<file path="src/rtl/mac_pkg.sv">
// rtl/mac_pkg.sv - shared types and widths for the MAC sequencer
package mac_pkg;

  localparam int OP_W   = 16;
  localparam int PROD_W = 32;

  typedef enum logic [2:0] {
    ST_IDLE,
    ST_ISSUE,
    ST_WAIT,
    ST_ACCUM,
    ST_OUTPUT
  } state_e;

  typedef struct packed {
    logic            last;
    logic [OP_W-1:0] a;
    logic [OP_W-1:0] b;
  } fifo_entry_t;

endpackage

</file>
<file path="src/rtl/operand_fifo.sv">
// rtl/operand_fifo.sv - synchronous operand FIFO with full/empty flags
module operand_fifo
  import mac_pkg::*;
#(
  parameter int DEPTH = 4
) (
  input  logic        Clock,
  input  logic        Reset,
  input  logic        push,
  input  fifo_entry_t push_data,
  input  logic        pop,
  output fifo_entry_t head,
  output logic        full,
  output logic        empty
);

  localparam int AW = $clog2(DEPTH);
  localparam logic [AW:0] PTR_ONE = 1;

  fifo_entry_t mem [DEPTH];
  logic [AW:0] wr_ptr;
  logic [AW:0] rd_ptr;

  // Extra pointer bit tells full from empty when the addresses match.
  assign empty = (wr_ptr == rd_ptr);
  assign full  = (wr_ptr[AW] != rd_ptr[AW]) && (wr_ptr[AW-1:0] == rd_ptr[AW-1:0]);
  assign head  = mem[rd_ptr[AW-1:0]];

  always_ff @(posedge Clock or posedge Reset) begin
    if (Reset) begin
      wr_ptr <= '0;
      rd_ptr <= '0;
    end else begin
      if (push && !full)
        wr_ptr <= wr_ptr + PTR_ONE;
      if (pop && !empty)
        rd_ptr <= rd_ptr + PTR_ONE;
    end
  end

  always_ff @(posedge Clock) begin
    if (push && !full)
      mem[wr_ptr[AW-1:0]] <= push_data;
  end

endmodule

</file>
<file path="src/rtl/mac_sequencer.sv">
// rtl/mac_sequencer.sv - buffers operand pairs, drives an external multiplier, accumulates per vector
module mac_sequencer
  import mac_pkg::*;
#(
  parameter int DEPTH = 4,
  parameter int ACC_W = 40
) (
  input  logic              Clock,
  input  logic              Reset,
  input  logic              in_valid,
  output logic              in_ready,
  input  logic [OP_W-1:0]   in_a,
  input  logic [OP_W-1:0]   in_b,
  input  logic              in_last,
  output logic              mul_start,
  output logic [OP_W-1:0]   mul_a,
  output logic [OP_W-1:0]   mul_b,
  input  logic [PROD_W-1:0] mul_product,
  input  logic              mul_done,
  output logic              out_valid,
  input  logic              out_ready,
  output logic [ACC_W-1:0]  out_sum,
  output logic [15:0]       out_count,
  output logic              out_overflow
);

  state_e      state_q, state_d;
  fifo_entry_t push_data;
  fifo_entry_t head;
  logic        fifo_full, fifo_empty, fifo_push, fifo_pop;

  logic [OP_W-1:0]   op_a_q, op_b_q;
  logic              op_last_q;
  logic [PROD_W-1:0] prod_q;
  logic [ACC_W-1:0]  acc_q;
  logic [15:0]       count_q;
  logic              ovf_q;
  logic [ACC_W:0]    acc_sum;

  assign push_data = '{last: in_last, a: in_a, b: in_b};
  assign fifo_push = in_valid && !fifo_full;
  assign fifo_pop  = (state_q == ST_ISSUE);
  assign in_ready  = !fifo_full;

  operand_fifo #(.DEPTH(DEPTH)) u_fifo (
    .Clock     (Clock),
    .Reset     (Reset),
    .push      (fifo_push),
    .push_data (push_data),
    .pop       (fifo_pop),
    .head      (head),
    .full      (fifo_full),
    .empty     (fifo_empty)
  );

  always_ff @(posedge Clock or posedge Reset) begin
    if (Reset)
      state_q <= ST_IDLE;
    else
      state_q <= state_d;
  end

  always_comb begin
    state_d   = state_q;
    mul_start = 1'b0;
    out_valid = 1'b0;
    case (state_q)
      ST_IDLE:   if (!fifo_empty) state_d = ST_ISSUE;
      ST_ISSUE: begin
        mul_start = 1'b1;
        state_d   = ST_WAIT;
      end
      ST_WAIT:   if (mul_done) state_d = ST_ACCUM;
      ST_ACCUM:  state_d = op_last_q ? ST_OUTPUT : ST_IDLE;
      ST_OUTPUT: begin
        out_valid = 1'b1;
        if (out_ready) state_d = ST_IDLE;
      end
      default:   state_d = ST_IDLE;
    endcase
  end

  // Operands are latched from the head on the way into ISSUE so K sees them on its Start edge.
  assign mul_a = op_a_q;
  assign mul_b = op_b_q;

  assign acc_sum = {1'b0, acc_q} + {{(ACC_W + 1 - PROD_W){1'b0}}, prod_q};

  always_ff @(posedge Clock or posedge Reset) begin
    if (Reset) begin
      op_a_q    <= '0;
      op_b_q    <= '0;
      op_last_q <= 1'b0;
      prod_q    <= '0;
      acc_q     <= '0;
      count_q   <= '0;
      ovf_q     <= 1'b0;
    end else begin
      case (state_q)
        ST_IDLE: begin
          if (!fifo_empty) begin
            op_a_q    <= head.a;
            op_b_q    <= head.b;
            op_last_q <= head.last;
          end
        end
        ST_WAIT: begin
          if (mul_done)
            prod_q <= mul_product;
        end
        ST_ACCUM: begin
          acc_q <= acc_sum[ACC_W-1:0];
          if (acc_sum[ACC_W])
            ovf_q <= 1'b1;
          if (count_q != 16'hFFFF)
            count_q <= count_q + 16'd1;
        end
        ST_OUTPUT: begin
          if (out_ready) begin
            acc_q   <= '0;
            count_q <= '0;
            ovf_q   <= 1'b0;
          end
        end
        default: ;
      endcase
    end
  end

  assign out_sum      = acc_q;
  assign out_count    = count_q;
  assign out_overflow = ovf_q;

endmodule

</file>
<file path="config.mk">
export PLATFORM = sky130hd
export DESIGN_NAME = mac_sequencer
export DESIGN_NICKNAME = d
export VERILOG_FILES = /design/src/rtl/mac_pkg.sv /design/src/rtl/operand_fifo.sv /design/src/rtl/mac_sequencer.sv
export SDC_FILE = /design/constraint.sdc
export NUM_CORES = 1
export LEC_CHECK = 0
export BUFFER_PORTS_ARGS = -buffer_cell sky130_fd_sc_hd__buf_4
export CAP_MARGIN = 10
export CORE_MARGIN = 2
export CORE_UTILIZATION = 45
export CTS_BUF_LIST = sky130_fd_sc_hd__clkbuf_4 sky130_fd_sc_hd__clkbuf_8
export DETAILED_ROUTE_END_ITERATION = 8
export PLACE_DENSITY = 0.77
export SLEW_MARGIN = 20
export SYNTH_ARGS = -nofsm -noshare
export SYNTH_HDL_FRONTEND = slang
export SYNTH_SLANG_ARGS = --single-unit
</file>
<file path="constraint.sdc">
create_clock -name Clock -period 3.6 [get_ports Clock]
set_clock_uncertainty 0.05 [all_clocks]
set_input_delay 0.18 -clock Clock [delete_from_list [all_inputs] [get_ports Clock]]
set_output_delay 0.18 -clock Clock [all_outputs]
set_load 0.02 [all_outputs]
</file>
==> results.md, run 1 <==
| Stage | Result | Reported |
| --- | --- | --- |
| die | Die area | 27600 sq um |
| route | First-pass DRT Iterations | 5 |
| logic synthesis | Count of warnings emitted by yosys | 0 |
| setup path | Highest fanout seen on the critical path | 6 |
| grt | GRT overflow | 0 |
| placed design | Port Buffer Count | 161 |
| clock tree | Root Driver | sky130_fd_sc_hd__clkbuf_8 |
| setup path | Type of the worst setup path | reg -> reg |
| timing | Number of hold violations in the final report | 0 |
| timing | Min Tclk post-route | 2.91 ns |
| clock tree | Total number of H-tree levels | 2 |
| finish | Combined area of the multi-input logic cells | 4410 sq um |
| timing | RSZ-0062 raised after global routing | false |
| clock tree | Number of clock sinks | 263 |
| route | Mean routed wirelength per cell | 17.8 um |
| placed design | DP HPWL | 16600 um |
| logic synthesis | Proportion of netlist area held by the largest area contributor | 0.335 |
| finish | Net total in the final layout | 1228 |
| logic synthesis | Seq cells post-synth | 263 |
| logic synthesis | Count of cell types in the netlist | 53 |
| setup path | Data arrival time of the worst path | 3.30 ns |
| pwr | Post-route total power | 14.7 mW |
| logic synthesis | Share of async-settable or async-resettable flops after synthesis | 0.498 |
| grt | Number of antenna violations at the first check in global routing | 0 |
| clock tree | Buffer depth of the longest clock path | 3 |
| logic synthesis | Netlist Area Pre-Place | 11800 sq um |
| logic synthesis | Portion of the post-synthesis area used by sequential elements | 0.611 |
| die | Starting density of the core | 0.456 |
| die | Die outline width | 166 um |
| logic synthesis | Post-synthesis cell type with the largest combined area | sky130_fd_sc_hd__edfxtp_1 |
| logic synthesis | Synth area leaders | sky130_fd_sc_hd__edfxtp_1, sky130_fd_sc_hd__dfrtp_1, sky130_fd_sc_hd__mux2_2, sky130_fd_sc_hd__mux4_2, sky130_fd_sc_hd__ha_1 |
| worst hold path | Hold crit path type | in -> reg |
| timing | Total setup violations reported at the end of the flow | 0 |
| pwr | Areal power density over the cells | 976 nW/um^2 |
| grt | Global-route wire length before repair | 43500 um |
| route | 1st-iter DRT viols | 391 |
| die | I/O pin total | 162 |
| timing | Setup Total Neg Slack | 0 ns |
| finish | Fraction of final layout cells with drive strength greater than 1 | 0.317 |
| timing | Count of pins over their slew limit | 0 |
| logic synthesis | Post-Synthesis Net Count | 975 |
| logic synthesis | Avg Cell Area, Syn | 13.7 sq um |
| finish | Number of antenna diodes | 0 |
| finish | Filler Cell Count | 2052 |
| timing | Final worst-path cycle share | 0.807 |
| grt | Maximum number of pins on one net before global-route repair | 132 |
| die | Die Height | 166 um |
| clock tree | Clock Pin Slew Worst Setup and Hold Paths | 0.06 ns |
| pwr | Peak ir drop on the vdd network | 0.695 mV |
| logic synthesis | Most used DFF post-synth | sky130_fd_sc_hd__edfxtp_1 |
| logic synthesis | Post-synth EDFFs | 132 |
| route | Number of vias per cell after detailed routing | 5.33 |
| clock tree | Clk Latency, worst-skew pair | 0.56 ns |
| logic synthesis | Gate count of the mapped netlist | 866 |
| clock tree | Number of buffers created by CTS | 45 |
| pwr | Leakage power figure | 6.25 nW |
| clock tree | Setup fix buffers added after clock tree synthesis | 0 |
| setup path | CP endpoint kind | flip-flop |
| timing | Worst Tran Pin Value | 0.956 ns |
| clock tree | CTS tree | done |
| die | Placeable core region | 26000 sq um |
| route | Final ANT Viol Nets | 0 |
| flow run | Reported max-cap violation count | 0 |
| timing | Worst slew margin | 0.363 |
| grt | Total GRT Usage | 0.193 |
| finish | Share of the core filled with cells in the final layout | 0.581 |
| timing | Highest Clock Rate | 0.344 GHz |
| route | DRC | 0 |
| setup path | Data required time at the worst endpoint | 3.99 ns |
| setup path | Sort of element at the start of the critical path | flip-flop |
| run status | Result of the run | finished, final reports clean |
| finish | Area occupied by registers | 7240 sq um |
| placed design | Final RePlAce weighted congestion | 0.866 |
| finish | Area added between synthesis and finish | 27.4% |
| grt | Number of global-route vias before repair | 8397 |
| route | Total wire length | 26600 um |
| die | FP Rows | 59 |
| route | Via count | 7942 |
==> cell usage after synthesis, types with 7 or more instances <==
cell type	number
sky130_fd_sc_hd__edfxtp_1	132
sky130_fd_sc_hd__dfrtp_1	131
sky130_fd_sc_hd__mux2_2	66
sky130_fd_sc_hd__nand2_1	57
sky130_fd_sc_hd__o21ai_0	57
sky130_fd_sc_hd__a21oi_1	46
sky130_fd_sc_hd__nor2_1	44
sky130_fd_sc_hd__nand3_1	40
sky130_fd_sc_hd__ha_1	38
sky130_fd_sc_hd__mux4_2	33
sky130_fd_sc_hd__xnor2_1	24
sky130_fd_sc_hd__xor2_1	24
sky130_fd_sc_hd__inv_1	21
sky130_fd_sc_hd__clkbuf_1	18
sky130_fd_sc_hd__a21o_1	11
sky130_fd_sc_hd__nor3_1	11
sky130_fd_sc_hd__and3_1	10
sky130_fd_sc_hd__buf_1	8
sky130_fd_sc_hd__nand2b_1	8
sky130_fd_sc_hd__nand4_1	8
sky130_fd_sc_hd__buf_2	7
==> cell type report <==
type	instances	area share
flip-flops and latches	263	0.480
clock inverters	11	0.00713
inverters	21	0.00547
repair buffers	239	0.131
well taps	335	0.0278
clock buffers	72	0.0565
multi-input cells	549	0.292
==> logic make-up (layout without fill, tap and decap cells) <==
logic type	count (synthesis)	in the layout	share of synthesized area
adder cells (fa/ha/maj)	39	39	0.0418
AND/OR/NAND/NOR	200	200	0.0805
flip-flops	263	263	0.611
AO/OA/AOI/OAI	158	158	0.0835
multiplexers	104	104	0.130
buffers and inverters	54	343	0.0178
XOR/XNOR	48	48	0.0355
==> per-layer routing <==
layer	global-route usage	share of wire	wire, um	vias up
met4	0.0484	0.014	372	0
met5	0	0	0	-
met3	0.0479	0.064	1710	35
met2	0.338	0.50	13300	238
li1	-	-	-	3754
met1	0.243	0.42	11200	3915
==> repair_timing <==
action                    4_1_cts  5_1_grt
resized for setup               0        0
hold endpoints to repair      299        0
hold buffers                   69        0
==> path summary, 6_finish.rpt <==
check	slack [ns]	cells after the start	from	to
max	0.69	9	out_sum[4]	out_sum[33]
min	0.30	2	in_a[2]	u_fifo.mem[0][18]
max reg2reg	0.69	9	out_sum[4]	out_sum[33]
min reg2reg	0.44	1	u_fifo.wr_ptr[2]	u_fifo.wr_ptr[2]
max in group asynchronous	2.56	4	Reset	u_fifo.rd_ptr[0]
min in group asynchronous	0.35	4	Reset	mul_b[15]
==> cell usage in the layout (no fill, tap or decap), drive strengths merged, types with 4 or more instances in the layout <==
| cell | Yosys | layout |
|---|---|---|
| buf | 15 | 170 |
| a211oi | 6 | 6 |
| and3 | 10 | 10 |
| nor3 | 11 | 11 |
| nand2b | 8 | 8 |
| nor2 | 44 | 44 |
| o21ai | 59 | 59 |
| inv | 21 | 22 |
| a31oi | 6 | 6 |
| mux2 | 66 | 66 |
| and2 | 5 | 5 |
| dlygate4sd3 | 0 | 69 |
| clkbuf | 18 | 72 |
| edfxtp | 132 | 132 |
| o31ai | 5 | 5 |
| a21oi | 48 | 48 |
| dfrtp | 131 | 131 |
| mux4 | 33 | 33 |
| and4 | 4 | 4 |
| a21o | 11 | 11 |
| xnor2 | 24 | 24 |
| nand4 | 8 | 8 |
| mux2i | 5 | 5 |
| or3 | 4 | 4 |
| nand2 | 57 | 57 |
| nand3 | 40 | 40 |
| ha | 38 | 38 |
| o211ai | 6 | 6 |
| clkinv | 0 | 7 |
| xor2 | 24 | 24 |
==> state kept, by name, summed over array words and instances, names as in the netlist <==
register,count
mul_a,16
mul_b,16
op_last_q,1
out_count,16
out_overflow,1
out_sum,40
prod_q,32
state_q,3
u_fifo.mem,132
u_fifo.rd_ptr,3
u_fifo.wr_ptr,3
==> worst max-delay path, cell delays in order, from the launching register on <==
cell and delay (ns):
sky130_fd_sc_hd__dfrtp_1 0.39, sky130_fd_sc_hd__ha_1 0.37, sky130_fd_sc_hd__o211ai_1 0.13, sky130_fd_sc_hd__o21ai_2 0.25, sky130_fd_sc_hd__o2111ai_4 0.20, sky130_fd_sc_hd__o41ai_4 0.60
sky130_fd_sc_hd__a21oi_1 0.19, sky130_fd_sc_hd__a21oi_4 0.25, sky130_fd_sc_hd__a31oi_1 0.11, sky130_fd_sc_hd__mux2_2 0.27
==> power breakdown <==
part / switching (mW) / leakage, nW / internal [mW]
combinational: 3.85 / 2.94 / 3.12
clock: 1.23 / 0.512 / 1.59
sequential: 0.664 / 2.79 / 4.28
==> metrics by stage <==
stage | instances | cell area [sq um] | setup slack [ns] | hold WS (ns)
floorplan | 866 | 11900 | 0.934 | 0.229
global placement | 1338 | 13400 | 0.781 | 0.330
detailed placement | 1338 | 13400 | 0.717 | 0.333
CTS | 1490 | 15100 | 0.702 | 0.281
global route | 1490 | 15100 | 0.444 | 0.286
finish | 1490 | 15100 | 0.693 | 0.305
No activity file was read; power rests on OpenSTA's default activity.
==> run 2: changes to the inputs <==
ABC_AREA = 1   (was unset)
PLACE_DENSITY = 0.74   (was 0.77)
clock period = 2.7 ns   (was 3.6 ns; I/O delays follow)
==> run 2 against run 1 <==
Effect of this change: worst hold slack worse by 0.23 ns; power up 36%; routed wire length up 24%; first-iteration DRC count up 48%; count of clock-buffer cells in the layout down 2; combinational power up 42%; final area up 8.1%; critical path type unchanged; critical endpoint is now out_sum[32].
==> results.md, run 2 <==
| Stage | Result | Reported |
| --- | --- | --- |
| clock tree | Number of clock sinks | 263 |
| setup path | Data arrival time of the worst path | 2.82 ns |
| finish | Area occupied by registers | 7240 sq um |
| timing | Count of pins over their slew limit | 0 |
| logic synthesis | Portion of the post-synthesis area used by sequential elements | 0.560 |
| grt | Global-route wire length before repair | 53100 um |
| setup path | Highest fanout seen on the critical path | 5 |
| finish | Share of the core filled with cells in the final layout | 0.573 |
| route | Final ANT Viol Nets | 0 |
| route | First-pass DRT Iterations | 5 |
| finish | Largest register FFs | 132 |
| timing | RSZ-0062 raised after global routing | false |
| placed design | Port Buffer Count | 161 |
| route | Total wire length | 33000 um |
| die | Die outline width | 174 um |
| placed design | Post-Place Cell Area | 14700 sq um |
| timing | Worst slew margin | 0.267 |
| worst hold path | Hold crit path type | in -> async |
| timing | Setup Total Neg Slack | 0 ns |
| logic synthesis | Multiplexer share of the synthesized area | 0.0557 |
| setup path | R2R setup slack | 0.31 ns |
| setup path | Critical Path Slowest Stage Cell | sky130_fd_sc_hd__dfrtp_1 |
| route | M1 wire length | 13600 um |
| logic synthesis | Area share of fa/ha/maj cells after synthesis | 0.0383 |
| setup path | CP endpoint kind | flip-flop |
| logic synthesis | Count of warnings emitted by yosys | 0 |
| setup path | Type of the worst setup path | reg -> reg |
| placed design | Pre-CTS WS | 0.289 ns |
| logic synthesis | Seq cells post-synth | 263 |
| pwr | Leakage power figure | 7.39 nW |
| clock tree | CTS tree | done |
| setup path | Critical path cell sequence | ha_1 -> inv_1 -> fa_1 -> inv_1 -> nand3_1 -> nand3_1 -> nand2_1 -> nand3_1 -> nand2_1 -> nand2_1 -> nand2_1 -> nand2_1 -> nand3_1 -> nand2_1 -> nor2_1 |
| timing | Total setup violations reported at the end of the flow | 0 |
| flow run | Reported max-cap violation count | 0 |
| finish | Filler Cell Count | 2422 |
| die | Starting density of the core | 0.454 |
| logic synthesis | Post-synthesis cell type with the largest combined area | sky130_fd_sc_hd__edfxtp_1 |
| logic synthesis | Post-synthesis compound-gate area fraction | 0.0826 |
| logic synthesis | Post-Synthesis Net Count | 1500 |
| logic synthesis | Main combinational cell family by area after synthesis | simple AND/OR/NAND/NOR gates |
| grt | GRT overflow | 0 |
| route | Met2 WL post-DR | 16100 um |
| finish | Most frequent cells in the layout | sky130_fd_sc_hd__nand2_1, sky130_fd_sc_hd__nor2_1, sky130_fd_sc_hd__buf_4, sky130_fd_sc_hd__inv_1, sky130_fd_sc_hd__edfxtp_1 |
| route | DRC | 0 |
| die | FP Rows | 62 |
| clock tree | Number of buffers created by CTS | 45 |
| logic synthesis | Avg Cell Area, Syn | 9.30 sq um |
| logic synthesis | Count of cell types in the netlist | 35 |
| finish | Number of antenna diodes | 0 |
| die | Die Height | 174 um |
| timing | Post-route worst setup slack | 0.313 ns |
| clock tree | Clk Latency, worst-skew pair | 0.59 ns |
| logic synthesis | Synth area leaders | sky130_fd_sc_hd__edfxtp_1, sky130_fd_sc_hd__dfrtp_1, sky130_fd_sc_hd__nand2_1, sky130_fd_sc_hd__nor2_1, sky130_fd_sc_hd__mux2_2 |
| route | Number of vias per cell after detailed routing | 5.06 |
| logic synthesis | Most used DFF post-synth | sky130_fd_sc_hd__edfxtp_1 |
| grt | Maximum number of pins on one net before global-route repair | 69 |
| timing | Worst Tran Pin Value | 1.10 ns |
| pwr | Peak ir drop on the vdd network | 0.736 mV |
| setup path | Delay of the slowest cell on the worst path | 0.37 ns |
| logic synthesis | Proportion of netlist area held by the largest area contributor | 0.306 |
| logic synthesis | Most repeated cell in the gate-level netlist after synthesis | sky130_fd_sc_hd__nand2_1 |
| finish | Combined area of the multi-input logic cells | 4990 sq um |
| setup path | Most prevalent standard cell on the critical path | sky130_fd_sc_hd__nand2_1 |
| clock tree | Total number of H-tree levels | 2 |
| setup path | Buf+Inv Stages, Crit Path | 2 |
| die | Placeable core region | 28500 sq um |
| route | Mean routed wirelength per cell | 16.0 um |
| timing | Min Tclk post-route | 2.39 ns |
| clock tree | CTS-repair resized insts | 0 |
| clock tree | Buffer depth of the longest clock path | 3 |
| grt | Number of global-route vias before repair | 10500 |
| clock tree | Root Driver | sky130_fd_sc_hd__clkbuf_8 |
| die | Die area | 30100 sq um |
| logic synthesis | Gate count of the mapped netlist | 1391 |
| setup path | Crit-path leading delay family | simple AND/OR/NAND/NOR gates |
| finish | Area added between synthesis and finish | 26.1% |
| pwr | Areal power density over the cells | 1220 nW/um^2 |
| logic synthesis | Netlist Area Pre-Place | 12900 sq um |
| logic synthesis | Most instantiated cells after synthesis | sky130_fd_sc_hd__nand2_1, sky130_fd_sc_hd__nor2_1, sky130_fd_sc_hd__inv_1 |
| finish | Net total in the final layout | 1757 |
| logic synthesis | Synth Area in Simple Gates | 0.193 |
| route | Via count | 10500 |
| placed design | DP HPWL | 21800 um |
| grt | Total GRT Usage | 0.219 |
| timing | Number of hold violations in the final report | 0 |
| placed design | Final RePlAce weighted congestion | 0.897 |
| timing | Final worst-path cycle share | 0.884 |
| route | Met3 wire length | 2340 um |
| grt | Number of antenna violations at the first check in global routing | 0 |
| logic synthesis | Share of async-settable or async-resettable flops after synthesis | 0.498 |
| logic synthesis | Post-synth EDFFs | 132 |
| clock tree | Clock Pin Slew Worst Setup and Hold Paths | 0.06 ns |
| route | Top layer in use | met4 |
| finish | Fraction of final layout cells with drive strength greater than 1 | 0.197 |
| die | I/O pin total | 162 |
| pwr | Post-route total power | 20.0 mW |
| logic synthesis | Post-Synth XOR/XNOR Area | 0.0135 |
| run status | Result of the run | finished, final reports clean |
| finish | Most frequent standard cell in the layout excluding fill and tap cells | sky130_fd_sc_hd__nand2_1 |
| route | 1st-iter DRT viols | 579 |
| timing | Highest Clock Rate | 0.419 GHz |
| finish | Non-Filler Cell Area, Final | 16300 sq um |
| setup path | Sort of element at the start of the critical path | flip-flop |
| setup path | Data required time at the worst endpoint | 3.13 ns |
[run 2: cell count changes after synthesis, moves of 17 or more]
cell,change
sky130_fd_sc_hd__nand2_1,+287
sky130_fd_sc_hd__nor2_1,+141
sky130_fd_sc_hd__inv_1,+120
sky130_fd_sc_hd__mux4_2,-33
sky130_fd_sc_hd__o21ai_0,+33
sky130_fd_sc_hd__o22ai_1,+33
sky130_fd_sc_hd__o21ai_1,+19
sky130_fd_sc_hd__xnor2_1,-19
sky130_fd_sc_hd__nand3_1,+17
[run 2: path summary, 6_finish.rpt]
| path | start | endpoint | cells after the start |
|---|---|---|---|
| worst max-delay path | out_sum[0] | out_sum[32] | 15 |
| worst min-delay path | Reset | mul_b[11] | 3 |
| worst max register to register | out_sum[0] | out_sum[32] | 15 |
| worst min register to register | op_last_q | state_q[2] | 2 |
| max in group asynchronous | Reset | out_sum[12] | 4 |
| min in group Clock | in_a[4] | u_fifo.mem[2][20] | 2 |
[run 2: per-stage QoR]
stage	hold slack, ns	cells
2_1_floorplan	0.184	1391
3_3_place_gp	0.128	1914
3_5_place_dp	0.131	1914
4_1_cts	0.0561	2066
5_1_grt	0.0961	2068
6_report	0.0771	2068
[run 2: report_power, final]
| part | leakage [nW] | internal (mW) | total, mW | switching (mW) |
|---|---|---|---|---|
| Combinational | 4.07 | 3.65 | 9.91 | 6.25 |
| Clock | 0.497 | 2.00 | 3.65 | 1.65 |
| Sequential | 2.82 | 5.61 | 6.42 | 0.806 |
| Total | 7.39 | 11.3 | 20.0 | 8.71 |
[run 2: logic make-up after synthesis]
group,Yosys count
buffers and inverters,186
DFF,263
and+or+nand+nor,620
adders and majority gates,39
AOI/OAI and AO/OA,199
xor gates and xnor gates,20
muxes,64
[run 2: worst reg2reg max path, stage by stage, from the launching register on]
cell	delay, ns
sky130_fd_sc_hd__dfrtp_1	0.37
sky130_fd_sc_hd__ha_1	0.25
sky130_fd_sc_hd__inv_1	0.08
sky130_fd_sc_hd__fa_1	0.36
sky130_fd_sc_hd__inv_1	0.13
sky130_fd_sc_hd__nand3_1	0.08
sky130_fd_sc_hd__nand3_1	0.17
sky130_fd_sc_hd__nand2_1	0.07
sky130_fd_sc_hd__nand3_1	0.15
sky130_fd_sc_hd__nand2_1	0.08
sky130_fd_sc_hd__nand2_1	0.14
sky130_fd_sc_hd__nand2_1	0.08
sky130_fd_sc_hd__nand2_1	0.12
sky130_fd_sc_hd__nand3_1	0.08
sky130_fd_sc_hd__nand2_1	0.07
sky130_fd_sc_hd__nor2_1	0.04
[run 2: per-layer routing]
metal / vias to the layer above / global-route usage
met5: - / 0
met4: 0 / 0.0791
met3: 75 / 0.0476
met2: 309 / 0.379
met1: 4931 / 0.271
li1: 5142 / -
[run 2: what timing repair did]
action	CTS	global route
setup buffers	0	0
hold buffers	69	0
endpoints found under the hold margin	270	0
[run 2: area by class of cell]
cell class	count	share of cell area
Clock buffer	70	0.0514
Clock inverter	13	0.00529
Inverter	149	0.0345
Multi-Input combinational cell	942	0.306
Sequential cell	263	0.444
Tap cell	384	0.0294
Timing Repair Buffer	247	0.130
